**config.mk**
```make
export PLATFORM = sky130hd
export DESIGN_NAME = fft_bf_scheduler
export DESIGN_NICKNAME = d
export VERILOG_FILES = /design/src/rtl/fft_bf_scheduler.sv
export SDC_FILE = /design/constraint.sdc
export NUM_CORES = 1
export LEC_CHECK = 0
export ABC_CLOCK_PERIOD_IN_PS = 6100
export CAP_MARGIN = 15
export CELL_PAD_IN_SITES_DETAIL_PLACEMENT = 0
export CELL_PAD_IN_SITES_GLOBAL_PLACEMENT = 1
export CORE_UTILIZATION = 25
export DETAILED_ROUTE_END_ITERATION = 7
export PLACE_DENSITY = 0.59
export SLEW_MARGIN = 20
export SYNTH_ARGS = -nofsm -noshare
export SYNTH_HDL_FRONTEND = slang
export SYNTH_SLANG_ARGS = --single-unit
```
**constraint.sdc**
```tcl
create_clock -name clock -period 6.1 [get_ports clock]
set_input_delay 0.61 -clock clock [delete_from_list [all_inputs] [get_ports clock]]
set_output_delay 0.61 -clock clock [all_outputs]
set_load 0.03 [all_outputs]
```
**src/rtl/fft_bf_scheduler.sv**
```systemverilog
// Address/control sequencer for an in-place radix-2 DIT FFT: bit-reversed load,
// stage-by-stage butterfly issue with delayed write-back, natural-order unload.
module fft_bf_scheduler #(
  parameter int LOG2N  = 3,
  parameter int BF_LAT = 2
) (
  input  logic             clock,
  input  logic             n_rst,
  input  logic             readyin,
  output logic             wr_en,
  output logic [LOG2N-1:0] wr_addr,
  output logic             bf_valid,
  output logic [LOG2N-1:0] rd_a,
  output logic [LOG2N-1:0] rd_b,
  output logic [LOG2N-2:0] tw_idx,
  output logic             wb_en,
  output logic [LOG2N-1:0] wb_a,
  output logic [LOG2N-1:0] wb_b,
  output logic             out_valid,
  output logic [LOG2N-1:0] out_addr,
  output logic             busy,
  output logic             done,
  output logic [2:0]       o_dbg_state
);

  localparam int N = 1 << LOG2N;
  localparam logic [LOG2N-1:0] LAST_IDX   = LOG2N'(N - 1);
  localparam logic [LOG2N-2:0] LAST_K     = (LOG2N-1)'(N / 2 - 1);
  localparam logic [3:0]       LAST_STAGE = 4'(LOG2N - 1);
  localparam logic [2:0]       LAST_DRAIN = 3'(BF_LAT - 1);

  typedef enum logic [2:0] {
    S_IDLE, S_LOAD, S_COMP, S_DRAIN, S_UNLOAD, S_DONE
  } state_t;

  typedef struct packed {
    logic             v;
    logic [LOG2N-1:0] a;
    logic [LOG2N-1:0] b;
  } wb_t;

  state_t           r_state;
  logic             r_rin0;
  logic             r_rin1;
  logic [LOG2N-1:0] r_ld_cnt;
  logic [LOG2N-1:0] r_out_cnt;
  logic [LOG2N-2:0] r_k;
  logic [3:0]       r_stage;
  logic [2:0]       r_drain;
  wb_t              r_pipe [BF_LAT];

  // readyin is a level strobe with no backpressure: each registered rising
  // edge (w_ev) is exactly one transfer, accepted only in LOAD and UNLOAD.
  logic             w_ev;
  logic [LOG2N-1:0] w_k_ext;
  logic [LOG2N-1:0] w_half;
  logic [LOG2N-1:0] w_grp;
  logic [LOG2N-1:0] w_pos;
  logic [LOG2N-1:0] w_rd_a;
  logic [LOG2N-1:0] w_rd_b;
  logic [3:0]       w_tw_sh;
  logic [LOG2N-1:0] w_tw_full;
  wb_t              w_issue;

  function automatic logic [LOG2N-1:0] f_bitrev(input logic [LOG2N-1:0] x);
    logic [LOG2N-1:0] r;
    for (int i = 0; i < LOG2N; i++) r[i] = x[LOG2N-1-i];
    return r;
  endfunction

  assign w_ev = r_rin0 & ~r_rin1;

  // Butterfly k of stage s pairs addresses half apart inside group k>>s.
  assign w_k_ext   = {1'b0, r_k};
  assign w_half    = LOG2N'(1) << r_stage;
  assign w_grp     = w_k_ext >> r_stage;
  assign w_pos     = w_k_ext & (w_half - LOG2N'(1));
  assign w_rd_a    = (w_grp << (r_stage + 4'd1)) | w_pos;
  assign w_rd_b    = w_rd_a + w_half;
  assign w_tw_sh   = 4'(LOG2N - 1) - r_stage;
  assign w_tw_full = w_pos << w_tw_sh;

  assign wr_en     = (r_state == S_LOAD) & w_ev;
  assign wr_addr   = wr_en ? f_bitrev(r_ld_cnt) : '0;
  assign bf_valid  = (r_state == S_COMP);
  assign rd_a      = bf_valid ? w_rd_a : '0;
  assign rd_b      = bf_valid ? w_rd_b : '0;
  assign tw_idx    = bf_valid ? w_tw_full[LOG2N-2:0] : '0;
  assign out_valid = (r_state == S_UNLOAD) & w_ev;
  assign out_addr  = out_valid ? r_out_cnt : '0;
  assign busy      = (r_state == S_COMP) | (r_state == S_DRAIN);
  assign done      = (r_state == S_DONE);
  assign o_dbg_state = r_state;

  assign w_issue = {bf_valid, rd_a, rd_b};
  assign wb_en   = r_pipe[BF_LAT-1].v;
  assign wb_a    = r_pipe[BF_LAT-1].a;
  assign wb_b    = r_pipe[BF_LAT-1].b;

  always_ff @(posedge clock or negedge n_rst) begin
    if (!n_rst) begin
      for (int i = 0; i < BF_LAT; i++) r_pipe[i] <= '0;
    end else begin
      r_pipe[0] <= w_issue;
      for (int i = 1; i < BF_LAT; i++) r_pipe[i] <= r_pipe[i-1];
    end
  end

  always_ff @(posedge clock or negedge n_rst) begin
    if (!n_rst) begin
      r_state   <= S_IDLE;
      r_rin0    <= 1'b0;
      r_rin1    <= 1'b0;
      r_ld_cnt  <= '0;
      r_out_cnt <= '0;
      r_k       <= '0;
      r_stage   <= '0;
      r_drain   <= '0;
    end else begin
      r_rin0 <= readyin;
      r_rin1 <= r_rin0;
      case (r_state)
        S_IDLE: begin
          r_ld_cnt <= '0;
          r_state  <= S_LOAD;
        end
        S_LOAD: begin
          if (w_ev) begin
            if (r_ld_cnt == LAST_IDX) begin
              r_ld_cnt <= '0;
              r_k      <= '0;
              r_stage  <= '0;
              r_state  <= S_COMP;
            end else begin
              r_ld_cnt <= r_ld_cnt + 1'b1;
            end
          end
        end
        S_COMP: begin
          if (r_k == LAST_K) begin
            r_k     <= '0;
            r_drain <= '0;
            r_state <= S_DRAIN;
          end else begin
            r_k <= r_k + 1'b1;
          end
        end
        S_DRAIN: begin
          // Hold off the next stage until the last write-back has landed.
          if (r_drain == LAST_DRAIN) begin
            r_drain <= '0;
            if (r_stage == LAST_STAGE) begin
              r_stage   <= '0;
              r_out_cnt <= '0;
              r_state   <= S_UNLOAD;
            end else begin
              r_stage <= r_stage + 4'd1;
              r_state <= S_COMP;
            end
          end else begin
            r_drain <= r_drain + 3'd1;
          end
        end
        S_UNLOAD: begin
          if (w_ev) begin
            if (r_out_cnt == LAST_IDX) begin
              r_out_cnt <= '0;
              r_state   <= S_DONE;
            end else begin
              r_out_cnt <= r_out_cnt + 1'b1;
            end
          end
        end
        S_DONE:  r_state <= S_IDLE;
        default: r_state <= S_IDLE;
      endcase
    end
  end

endmodule

```
* Yosys cells after proc, flatten, opt, wreduce, memory -nomap -nowiden
Cells that the tools add are included.
** Storage, ports and cells
- Word-level logic and storage cells :: 95
- Memories kept :: 0
- Input bits :: 3
- Bits in registers :: 34
- Output and inout port bits :: 29
- Latch bits :: 0
- Memory bits (writable) :: 0
- Bits in read-only memories :: 0
** Cells by class
- Shift-type cells :: 4
- Magnitude comparators :: 0
- Equality and inequality tests :: 17
- Bitwise gates (word level) :: 7
- $mul :: 0
- Mux-type cells :: 33
- Div/mod/pow operators :: 0
- Reduce and logical (&&, ||, !) cells :: 12
- Add/sub/neg operators :: 8
** Operator list (count)
- 2-to-1 mux 3 bit :: 19
- one-hot mux 3 bit (2 select lines) :: 3
- 2-to-1 mux 4 bit :: 4
- one-hot mux 3 bit (5 select lines) :: 1
- equality test 3 bit (second input constant) :: 4
- inequality test 2 x 1 -> 1 bit (second input constant) :: 5
- nonzero test 2 bit :: 5
- adder 3 x 1 -> 3 bit (second input constant) :: 3
- 2-to-1 mux 2 bit :: 4
- one-hot mux 4 bit (2 select lines) :: 1
- AND reduction 4 bit :: 2
- equality test 3 x 1 -> 1 bit (second input constant) :: 2
- equality test 3 x 2 -> 1 bit (second input constant) :: 2
- AND reduction 6 bit :: 1
- adder 4 x 1 -> 4 bit (second input constant) :: 1
- equality test 4 x 2 -> 1 bit (second input constant) :: 1
- inequality test 2 bit (second input constant) :: 2
- one-hot mux 2 bit (2 select lines) :: 1
- AND reduction 2 bit :: 2
- << shifter 1 x 4 -> 3 bit (first input constant) :: 1
- << shifter 3 x 4 -> 2 bit :: 1
- << shifter 3 x 4 -> 3 bit :: 1
- right shift 2 x 4 -> 3 bit :: 1
- subtractor 2 x 4 -> 4 bit (first input constant) :: 1
- other kinds (11) :: 13

* Logic depth before layout (Yosys ltp)
Gate-level depths: netlist of run 1.
- Depth in word-level cells :: 6
- Gate-level depth with buffers :: 10
- Gate-level depth less buffers :: 9

* Least setup slack after synthesis of run 1
OpenSTA, ideal clock, no wires.
- Kind :: register -> output
- Start :: reg r_stage[2]
- End :: out rd_b[2]
- Data arrival time :: 2.437 ns
- Buffers on the path :: 1
- Cell stages (with the launch flop) :: 10
- Required time :: 5.490 ns
- Setup slack :: 3.053 ns
- Path through :: dfrtp_1 clkbuf_1 or3_1 nor2_1 nor2_1 ha_1 fa_1 xnor2_1 xnor2_1 nor2_1
** On the way
- Cells in the longest elaborated chain, start to end :: 6
- Elaborated cells between the ends (all ways) :: 9
- Classes of those cells :: 3 x add/sub; 3 x shift; 1 x mux; 2 x bitwise
** RTL lines
- start: declaration :: RTL line 48 : logic [3:0] r_stage;
- start signal: assignment :: RTL line 157 : r_stage <= r_stage + 4'd1;
- parallel branches: the longest is 4 deep, another holds adder 4 x 1 -> 4 bit
- adder 3 bit (*) :: RTL line 79 : assign w_rd_b = w_rd_a + w_half;
- 2-to-1 mux 3 bit (*) :: RTL line 87 : assign rd_b = bf_valid ? w_rd_b : '0;
- end: declaration :: RTL line 14 : output logic [LOG2N-1:0] rd_b,
Mark *: on every way between the ends.

* Final worst setup path of run 1
- Start :: reg r_stage[0]
- End :: out rd_b[2]
Same word-level chain as after synthesis.

==> flow_metrics.py, run 1 <==
metrics = {
    "clocking": {
        "clockRootBuffer": "clkbuf_8",
        "clk_pin_slew_ns": 0.07,
        "cts.sinks": 34,
        "cts_buffer_depth": 2,
        "htree_levels": 2,
        "cts_buffers": 5,
        "post_cts_resize_count": 0,
        "cts_hold_buffers": 0,
        "clk_latency_ns": 0.29,
        "cts_tree": "yes",
        "postCtsSetupBuffers": 0,
    },
    "drt": {
        "ant_nets": 0,
        "wire_per_inst_um": 12.4,
        "first_pass_iters": 4,
        "routed_wirelength_um": 3670,
        "via_per_inst": 4.46,
        "routed-via-count": 1315,
        "drc_errors": 0,
        "drtIter0Drc": 49,
    },
    "sta": {
        "worstMarginPinSlew_ns": 0.610,
        "min_period_over_period": 0.641,
        "setup_violations": 0,
        "hold_violations": 0,
        "relSlewSlack": 0.593,
        "hold_ws_ns": 0.349,
        "fin_crit_ns": 3.91,
        "max_freq_mhz": 256,
        "tns_ns": 0,
        "slew_violations": 0,
        "finClkSkew_ns": 0.00633,
        "rsz0062_at_grt": "false",
    },
    "yosys": {
        "yosysWarnings": 0,
        "netlist-cell-type-count": 44,
        "yosysTopAreaCell": "dfrtp_1",
        "avgSynthCellArea_sq_um": 10.4,
        "synth-edff-count": 0,
        "synthMostInstantiatedCell": "dfrtp_1",
        "synthCells": 172,
        "synth_nets": 184,
        "ys_async_sr_fraction": 1.00,
        "ys_seq_area_frac": 0.478,
        "synth_area_leaders": "dfrtp_1, ha_1, a22o_1, and2_1, o21ai_0",
        "ys.flop_type": "dfrtp_1",
        "synth-seq-cells": 34,
        "synth_area_sq_mm": 0.00178,
        "synth_common_cells": "dfrtp_1, nand2_1, nor2_1",
        "netlist.area_leader.share": 0.478,
    },
    "floorplanning": {
        "rows": 30,
        "ioPinCount": 32,
        "start_util": 0.261,
        "die_area_sq_mm": 0.00746,
        "core-area_sq_mm": 0.00683,
        "die-width_um": 86.4,
        "die_y_um": 86.4,
    },
    "grt": {
        "grt_max_degree": 35,
        "grt_pass1_wl_um": 6060,
        "grt_pass1_vias": 1222,
        "grt_antenna_before_repair": 0,
        "grt_use_total": 0.107,
        "grt_remaining_overflow": 0,
    },
    "placement": {
        "placed_cells": 287,
        "place_hpwl_um": 2570,
        "gp_congestion": 0.761,
        "io_buffers": 31,
        "place_area_sq_mm": 0.00213,
    },
    "layout": {
        "register_area_sq_um": 851,
        "fill_cells": 741,
        "finalNonFillerCells": 295,
        "drive_above_1_share": 0.0653,
        "final_net_count": 210,
        "multi_input_area_sq_um": 832,
        "utilization": 0.328,
        "area_delta_synth_final_pct": 25.9,
        "fin_area_sq_mm": 0.00224,
        "antenna_cells": 0,
    },
    "worst_hold_path": {
        "hold_depth": 0,
        "hold_path.class": "flop to flop",
    },
    "critical_path": {
        "crit_fanout": 12,
        "worstRegToRegCells": 9,
        "critPathKind": "flop to primary output",
        "cp_data_arrival_time_ns": 3.30,
        "crit_required_ns": 5.49,
        "crit_path_end_kind": "primary output",
        "crit_path_start_kind": "flop",
    },
    "power": {
        "clkPwrFrac": 0.174,
        "combinationalPowerShare": 0.508,
        "switching_share": 0.433,
        "powerDensity_mw_per_mm2": 525,
        "ir_drop_v": 0.000115,
        "p_int_mw": 0.667,
        "power_leakage_nw": 0.967,
        "sequentialPowerShare": 0.318,
        "power_switching_mw": 0.510,
    },
    "outcome": {
        "status": "finished clean",
    },
    "job": {
        "max_cap_viol_count": 0,
    },
}
==> sequential cells by signal (all words and copies together) (netlist names) <==
signal,flops
wb_a,3
r_stage,4
r_drain,3
wb_b,3
r_rin0,1
r_pipe,7
r_rin1,1
wb_en,1
r_ld_cnt,3
o_dbg_state,3
r_out_cnt,3
r_k,2
==> worst max-delay path, cell delays in order, from the launching register on <==
cell and delay (ns):
dfrtp_1 0.55, inv_1 0.15, ha_1 0.39, a31oi_1 0.19, nor2_1 0.06, ha_1 0.19
fa_1 0.38, xnor2_1 0.15, xnor2_1 0.14, nor2_1 0.13, clkdlybuf4s50_1 0.69
==> kinds of logic after synthesis <==
logic type                 after synthesis  synth area share
DFF                                     34             0.478
muxes                                    1           0.00562
adders and majority gates                9            0.0675
buffers and inverters                   16            0.0548
and+or+nand+nor                         69             0.226
xor gates and xnor gates                 3            0.0148
AOI/OAI and AO/OA                       40             0.154
==> cell type report <==
| class | count | share of cell area |
|---|---|---|
| clock buffer | 5 | 0.0307 |
| clock inverter | 3 | 0.0179 |
| inverter | 3 | 0.00503 |
| multi-input combinational | 122 | 0.371 |
| sequential | 34 | 0.380 |
| tap | 96 | 0.0536 |
| timing repair buffer | 32 | 0.142 |
==> cells in the final DEF (no fill, tap or decap), types with 6 or more instances in the layout <==
| master | instances |
|---|---|
| a22o_1 | 7 |
| clkdlybuf4s50_1 | 31 |
| nand2_1 | 13 |
| and2_1 | 8 |
| dfrtp_1 | 34 |
| nor2_1 | 13 |
| ha_1 | 8 |
| nand3_1 | 6 |
| o21ai_0 | 10 |
| a21oi_1 | 7 |
==> worst paths after layout <==
| kind | slack [ns] | endpoint | from |
|---|---|---|---|
| hold reg to reg | 0.35 | wb_b[1] | r_pipe[8] |
| setup reg to reg | 3.66 | r_pipe[9] | r_stage[0] |
| min in group asynchronous | 0.73 | r_ld_cnt[0] | n_rst |
| max in group asynchronous | 5.06 | r_pipe[8] | n_rst |
| setup / recovery | 2.19 | rd_b[2] | r_stage[0] |
| hold / removal | 0.35 | wb_b[1] | r_pipe[8] |
==> stage by stage <==
stage	setup slack, ns	total power, mW
final	2.19	1.18
after global routing	1.89	1.27
after CTS	2.20	1.20
after detailed placement	2.52	0.987
after global placement	2.56	0.986
after floorplan	3.05	0.796
==> layer usage <==
layer / up-vias / part of all wire / routed length (um) / global-route usage
li1: 661 / - / - / -
met1: 620 / 0.50 / 1840 / 0.141
met2: 29 / 0.45 / 1640 / 0.165
met3: 5 / 0.040 / 146 / 0.0352
met4: 0 / 0.013 / 46 / 0.0364
met5: - / 0 / 0 / 0
==> power groups by stage <==
stage | logic (mW) | registers (mW) | clock network [mW]
detailed placement | 0.606 | 0.381 | 0
global placement | 0.607 | 0.379 | 0
finish | 0.598 | 0.374 | 0.205
global route | 0.661 | 0.388 | 0.226
CTS | 0.609 | 0.376 | 0.213
floorplan | 0.441 | 0.355 | 0
No activity file was read; power rests on OpenSTA's default activity.
==> run 2: changes to the inputs <==
- ABC_CLOCK_PERIOD_IN_PS: 6100 -> 3200
- PLACE_DENSITY: 0.59 -> 0.61
- clock period: 6.1 -> 3.2 ns (I/O delays scaled with it)
==> run 2 against run 1 <==
  * Sequential power is 86% higher
  * Critical path depth is 5 lower
  * Final area is 0.39% higher
  * Register-to-register slack worse by 2.8 ns
  * First-iteration DRC count is 110% higher
  * Sequential share of layout area is 0.092 points lower
  * Hold slack worse by 0.0014 ns
  * Clock power is 55% higher
  * Clock skew is 0.0024 ns higher
  * Cell count is 1.0% higher
  * Total power is 86% higher
  * Highest routed layer unchanged
==> flow_metrics.py, run 2 (synthesis results as in run 1) <==
metrics = {
    "clocking": {
        "clk_pin_slew_ns": 0.06,
        "cts_tree": "yes",
        "clockRootBuffer": "clkbuf_8",
        "cts.sinks": 34,
        "cts_buffer_depth": 2,
        "postCtsSetupBuffers": 0,
        "clk_latency_ns": 0.28,
        "cts_hold_buffers": 0,
        "htree_levels": 2,
        "cts_buffers": 5,
        "post_cts_resize_count": 2,
    },
    "grt": {
        "grt_pass1_vias": 1307,
        "grt_remaining_overflow": 0,
        "grt_antenna_before_repair": 0,
        "grt_use_total": 0.109,
        "grt_max_degree": 35,
        "grt_pass1_wl_um": 6290,
    },
    "power": {
        "powerDensity_mw_per_mm2": 971,
        "power_leakage_nw": 0.976,
        "ir_drop_v": 0.000252,
    },
    "sta": {
        "rsz0062_at_grt": "false",
        "relSlewSlack": 0.590,
        "fin_crit_ns": 3.08,
        "min_period_over_period": 0.963,
        "hold_ws_ns": 0.348,
        "hold_violations": 0,
        "finClkSkew_ns": 0.00877,
        "max_freq_mhz": 324,
        "setup_ws_ns": 0.118,
        "tns_ns": 0,
        "setup_violations": 0,
        "worstMarginPinSlew_ns": 0.615,
        "slew_violations": 0,
    },
    "outcome": {
        "status": "finished clean",
    },
    "drt": {
        "dr_wl_met3_um": 149,
        "via_per_inst": 4.45,
        "wl_met1_um": 1910,
        "drtIter0Drc": 104,
        "wl_met2_um": 1600,
        "routed-via-count": 1327,
        "dr.max_layer_used": "met4",
        "drc_errors": 0,
        "ant_nets": 0,
        "first_pass_iters": 4,
        "routed_wirelength_um": 3680,
        "wire_per_inst_um": 12.4,
    },
    "placement": {
        "gp_congestion": 0.745,
        "place_hpwl_um": 2590,
        "dp_slack_ns": 0.169,
        "io_buffers": 31,
    },
    "layout": {
        "drive_above_1_share": 0.0891,
        "mostFrequentLayoutCell": "dfrtp_1",
        "final_net_count": 213,
        "area_delta_synth_final_pct": 26.4,
        "final_cell_mix": "dfrtp_1, clkdlybuf4s50_1, nor2_1, nand2_1, o21ai_0",
        "antenna_cells": 0,
        "largest_reg_flops": 7,
        "top_regs": "r_pipe x7, r_stage x4",
        "largest-register": "r_pipe",
    },
    "floorplanning": {
        "ioPinCount": 32,
        "start_util": 0.261,
        "core-area_sq_mm": 0.00683,
        "die_y_um": 86.4,
        "die_area_sq_mm": 0.00746,
        "die-width_um": 86.4,
        "rows": 30,
    },
    "critical_path": {
        "critPathKind": "flop to primary output",
        "cp_data_arrival_time_ns": 2.76,
        "crit_fanout": 10,
        "crit_path_start_kind": "flop",
        "crit_required_ns": 2.88,
        "crit_path_end_kind": "primary output",
    },
    "job": {
        "max_cap_viol_count": 0,
    },
    "worst_hold_path": {
        "hold_path.class": "flop to flop",
    },
}
## run 2: path summary, 6_finish.rpt
check	from	end	slack [ns]	cells after the start
max	r_stage[1]	tw_idx[0]	0.12	5
min reg2reg	r_pipe[11]	wb_a[1]	0.35	0
max reg2reg	r_stage[2]	r_pipe[9]	0.87	8
min	r_pipe[11]	wb_a[1]	0.35	0
max in group asynchronous	n_rst	r_stage[0]	2.41	2
min in group asynchronous	n_rst	r_rin1	0.45	2
## run 2: power by group
group / internal [mW] / switching (mW)
sequential: 0.564 / 0.133
clock: 0.173 / 0.144
combinational: 0.487 / 0.683
total: 1.22 / 0.960
## run 2: critical path: stages, from the launching register on
cell,delay (ns)
dfrtp_1,0.47
ha_1,0.29
or4_1,0.52
a211o_1,0.33
nor3b_2,0.19
clkdlybuf4s50_1,0.69
## run 2: through the flow
step	util	power, mW	cells	area [sq um]
floorplan	-	1.52	172	1780
global placement	0.315	1.89	290	2150
detailed placement	0.315	1.89	290	2150
CTS	0.329	2.22	298	2250
global route	0.329	2.36	298	2250
finish	0.329	2.18	298	2250
## run 2: cell type report
type | instances | area (sq um)
Timing Repair Buffer | 35 | 337
Inverter | 3 | 11.3
Tap cell | 96 | 120
Clock inverter | 1 | 5.00
Multi-Input combinational cell | 122 | 838
Sequential cell | 34 | 852
Clock buffer | 7 | 86.3
Fill cell | 741 | 4580
## run 2: metal layers
| metal | vias up | global-route usage |
|---|---|---|
| li1 | 667 | - |
| met4 | 0 | 0.0364 |
| met2 | 24 | 0.167 |
| met1 | 634 | 0.147 |
| met5 | - | 0 |
| met3 | 2 | 0.0324 |
==> variant, RTL diff (flow settings as in run 2) <==
Register the output `o_dbg_state` once more, with the module's reset; this adds one clock of latency there. The other outputs are not delayed to match.
--- a/src/rtl/fft_bf_scheduler.sv
+++ b/src/rtl/fft_bf_scheduler.sv
@@ -90,7 +90,13 @@
   assign out_addr  = out_valid ? r_out_cnt : '0;
   assign busy      = (r_state == S_COMP) | (r_state == S_DRAIN);
   assign done      = (r_state == S_DONE);
-  assign o_dbg_state = r_state;
+  always_ff @(posedge clock or negedge n_rst) begin
+    if (!n_rst) begin
+      o_dbg_state <= '0;
+    end else begin
+      o_dbg_state <= r_state;
+    end
+  end
 
   assign w_issue = {bf_valid, rd_a, rd_b};
   assign wb_en   = r_pipe[BF_LAT-1].v;
Behaviour: not the same (Yosys sat finds a counterexample within 4 cycles, from zero or initial values and one cycle with n_rst low).
==> variant against run 2 <==
  * Worst hold slack got worse by 0.24 ns
  * Cell area increased by 7.9%
  * Wire length increased by 3.6%
  * Sequential cell count increased by 3
  * Setup slack improved by 0.069 ns
  * Critical path depth increased by 2
  * Area after synthesis increased by 6.0%
  * Power increased by 9.1%
  * Critical endpoint is now rd_b[1]
  * Largest power group unchanged
  * Highest routed layer unchanged
==> variant: results (changes against run 2) <==
clock_power_mw: 0.490  # was 0.318 mW
drv_slew: 0  # unchanged
synth_commonest_cells: "dfrtp_1, nor2_1, o21ai_0, and3_1, ha_1"  # was dfrtp_1, nand2_1, nor2_1, o21ai_0
whs_ns: 0.111  # was 0.348 ns
crit_type: "reg2out"  # unchanged
io_buffer_count: 31  # unchanged
p_leak_nw: 1.07  # was 0.976 nW
synth.mux.area_fraction_pct: 1.39  # was 0.562%
grt_first_pass_wirelength_mm: 6.70  # was 6.29 mm
r2r_slack_ns: 0.94  # was 0.87 ns
placed_cell_area_um2: 2290  # was 2150 um^2
synth_fp_nets: 189  # was 184
routabilityCongestion: 0.761  # was 0.745
viasPerCell: 4.54  # was 4.45
hold_class: "in2async"  # was reg2reg
synth-seq-area-share_pct: 49.1  # was 47.8%
period_share_pct: 94.1  # was 96.3%
synth_fa_ha_area_share_pct: 6.37  # was 6.75%
synth.area.top_cells: "dfrtp_1, ha_1, o21ai_0"  # was dfrtp_1, ha_1, a22o_1
cp.arrival_ns: 2.69  # was 2.76 ns
ir_worst_vdd_mv: 0.234  # was 0.252 mV
vias: 1407  # was 1327
top_register: "r_pipe"  # unchanged
cpPeakStageDelay_ns: 0.47  # was 0.69 ns
clkTransAtPathRegs_ns: 0.08  # was 0.06 ns
regToRegStartpoint: "r_stage[1]"  # was r_stage[2]
crit_family: "simple AND/OR/NAND/NOR gates"  # unchanged
nets: 222  # was 213
multiInputGateArea_um2: 860  # was 838 um^2
cts_root_buffer: "clkbuf_8"  # unchanged
place_ws_ns: 0.212  # was 0.169 ns
dp_hpwl_mm: 2.82  # was 2.59 mm
syn-mean-instance-area_um2: 10.7  # was 10.4 um^2
ys_types: 51  # was 44
powerDensity_nw_per_um2: 982  # was 971 nW/um^2
finClkSkew_ns: 0.00550  # was 0.00877 ns
final_layout_size_suffix_gt1_share_pct: 13.3  # was 8.91%
slew_headroom_pct: 47.1  # was 59.0%
clk_latency_ns: 0.29
endpoint: "rd_b[1]"  # was tw_idx[0]
antenna_found_initial: 0  # unchanged
p_sw_mw: 0.975  # was 0.960 mW
synthXorXnorAreaFrac_pct: 1.39  # was 1.48%
synth_compound_area_share_pct: 13.6  # was 15.4%
wl_per_cell_um: 12.3  # was 12.4 um
grt_max_degree: 38  # was 35
postCtsSetupRepairBufs: 0  # unchanged
drt-initial-drc-count: 30  # was 104
grt.total_usage_pct: 11.2  # was 10.9%
h-tree-depth: 2  # unchanged
firstDrtPassIters: 4  # unchanged
reg.largest.list: "r_pipe x7, r_stage x4"  # unchanged
cpMaxStageDelayCell: "dfrtp_1"  # was clkdlybuf4s50_1
n_fill_cell: 781  # was 741
status: "complete, no violations"  # unchanged
cts_resized: 1  # was 2
cp_max_fo: 9  # was 10
dpl.cell_count: 302  # was 290
[variant: changes by cell type after synthesis, moves of 3 or more]
cell / before / now
a21o_1: 4 / 1
a21oi_1: 7 / 3
a22o_1: 7 / 3
and2_1: 8 / 4
and3_1: 5 / 8
dfrtp_1: 34 / 37
inv_1: 3 / 7
nand2_1: 13 / 7
nor3_1: 2 / 7
nor3b_1: 0 / 4
o2bb2ai_1: 0 / 5
[variant: area by class of cell]
class                           instances  area share [%]
Timing Repair Buffer                   38            14.6
Sequential cell                        37            38.1
Clock buffer                            5            2.84
Inverter                                7            1.08
Clock inverter                          3            2.84
Multi-Input combinational cell        121            35.4
Tap cell                               99            5.10
[variant: metal layers]
metal | GRT usage (%) | vias up | wire, um | part of all wire (%)
li1 | - | 696 | - | -
met1 | 15.2 | 682 | 1840 | 48
met3 | 2.61 | 4 | 140 | 3.7
met5 | 0 | - | 0 | 0
met4 | 4.40 | 0 | 50 | 1.3
met2 | 17.1 | 25 | 1790 | 47
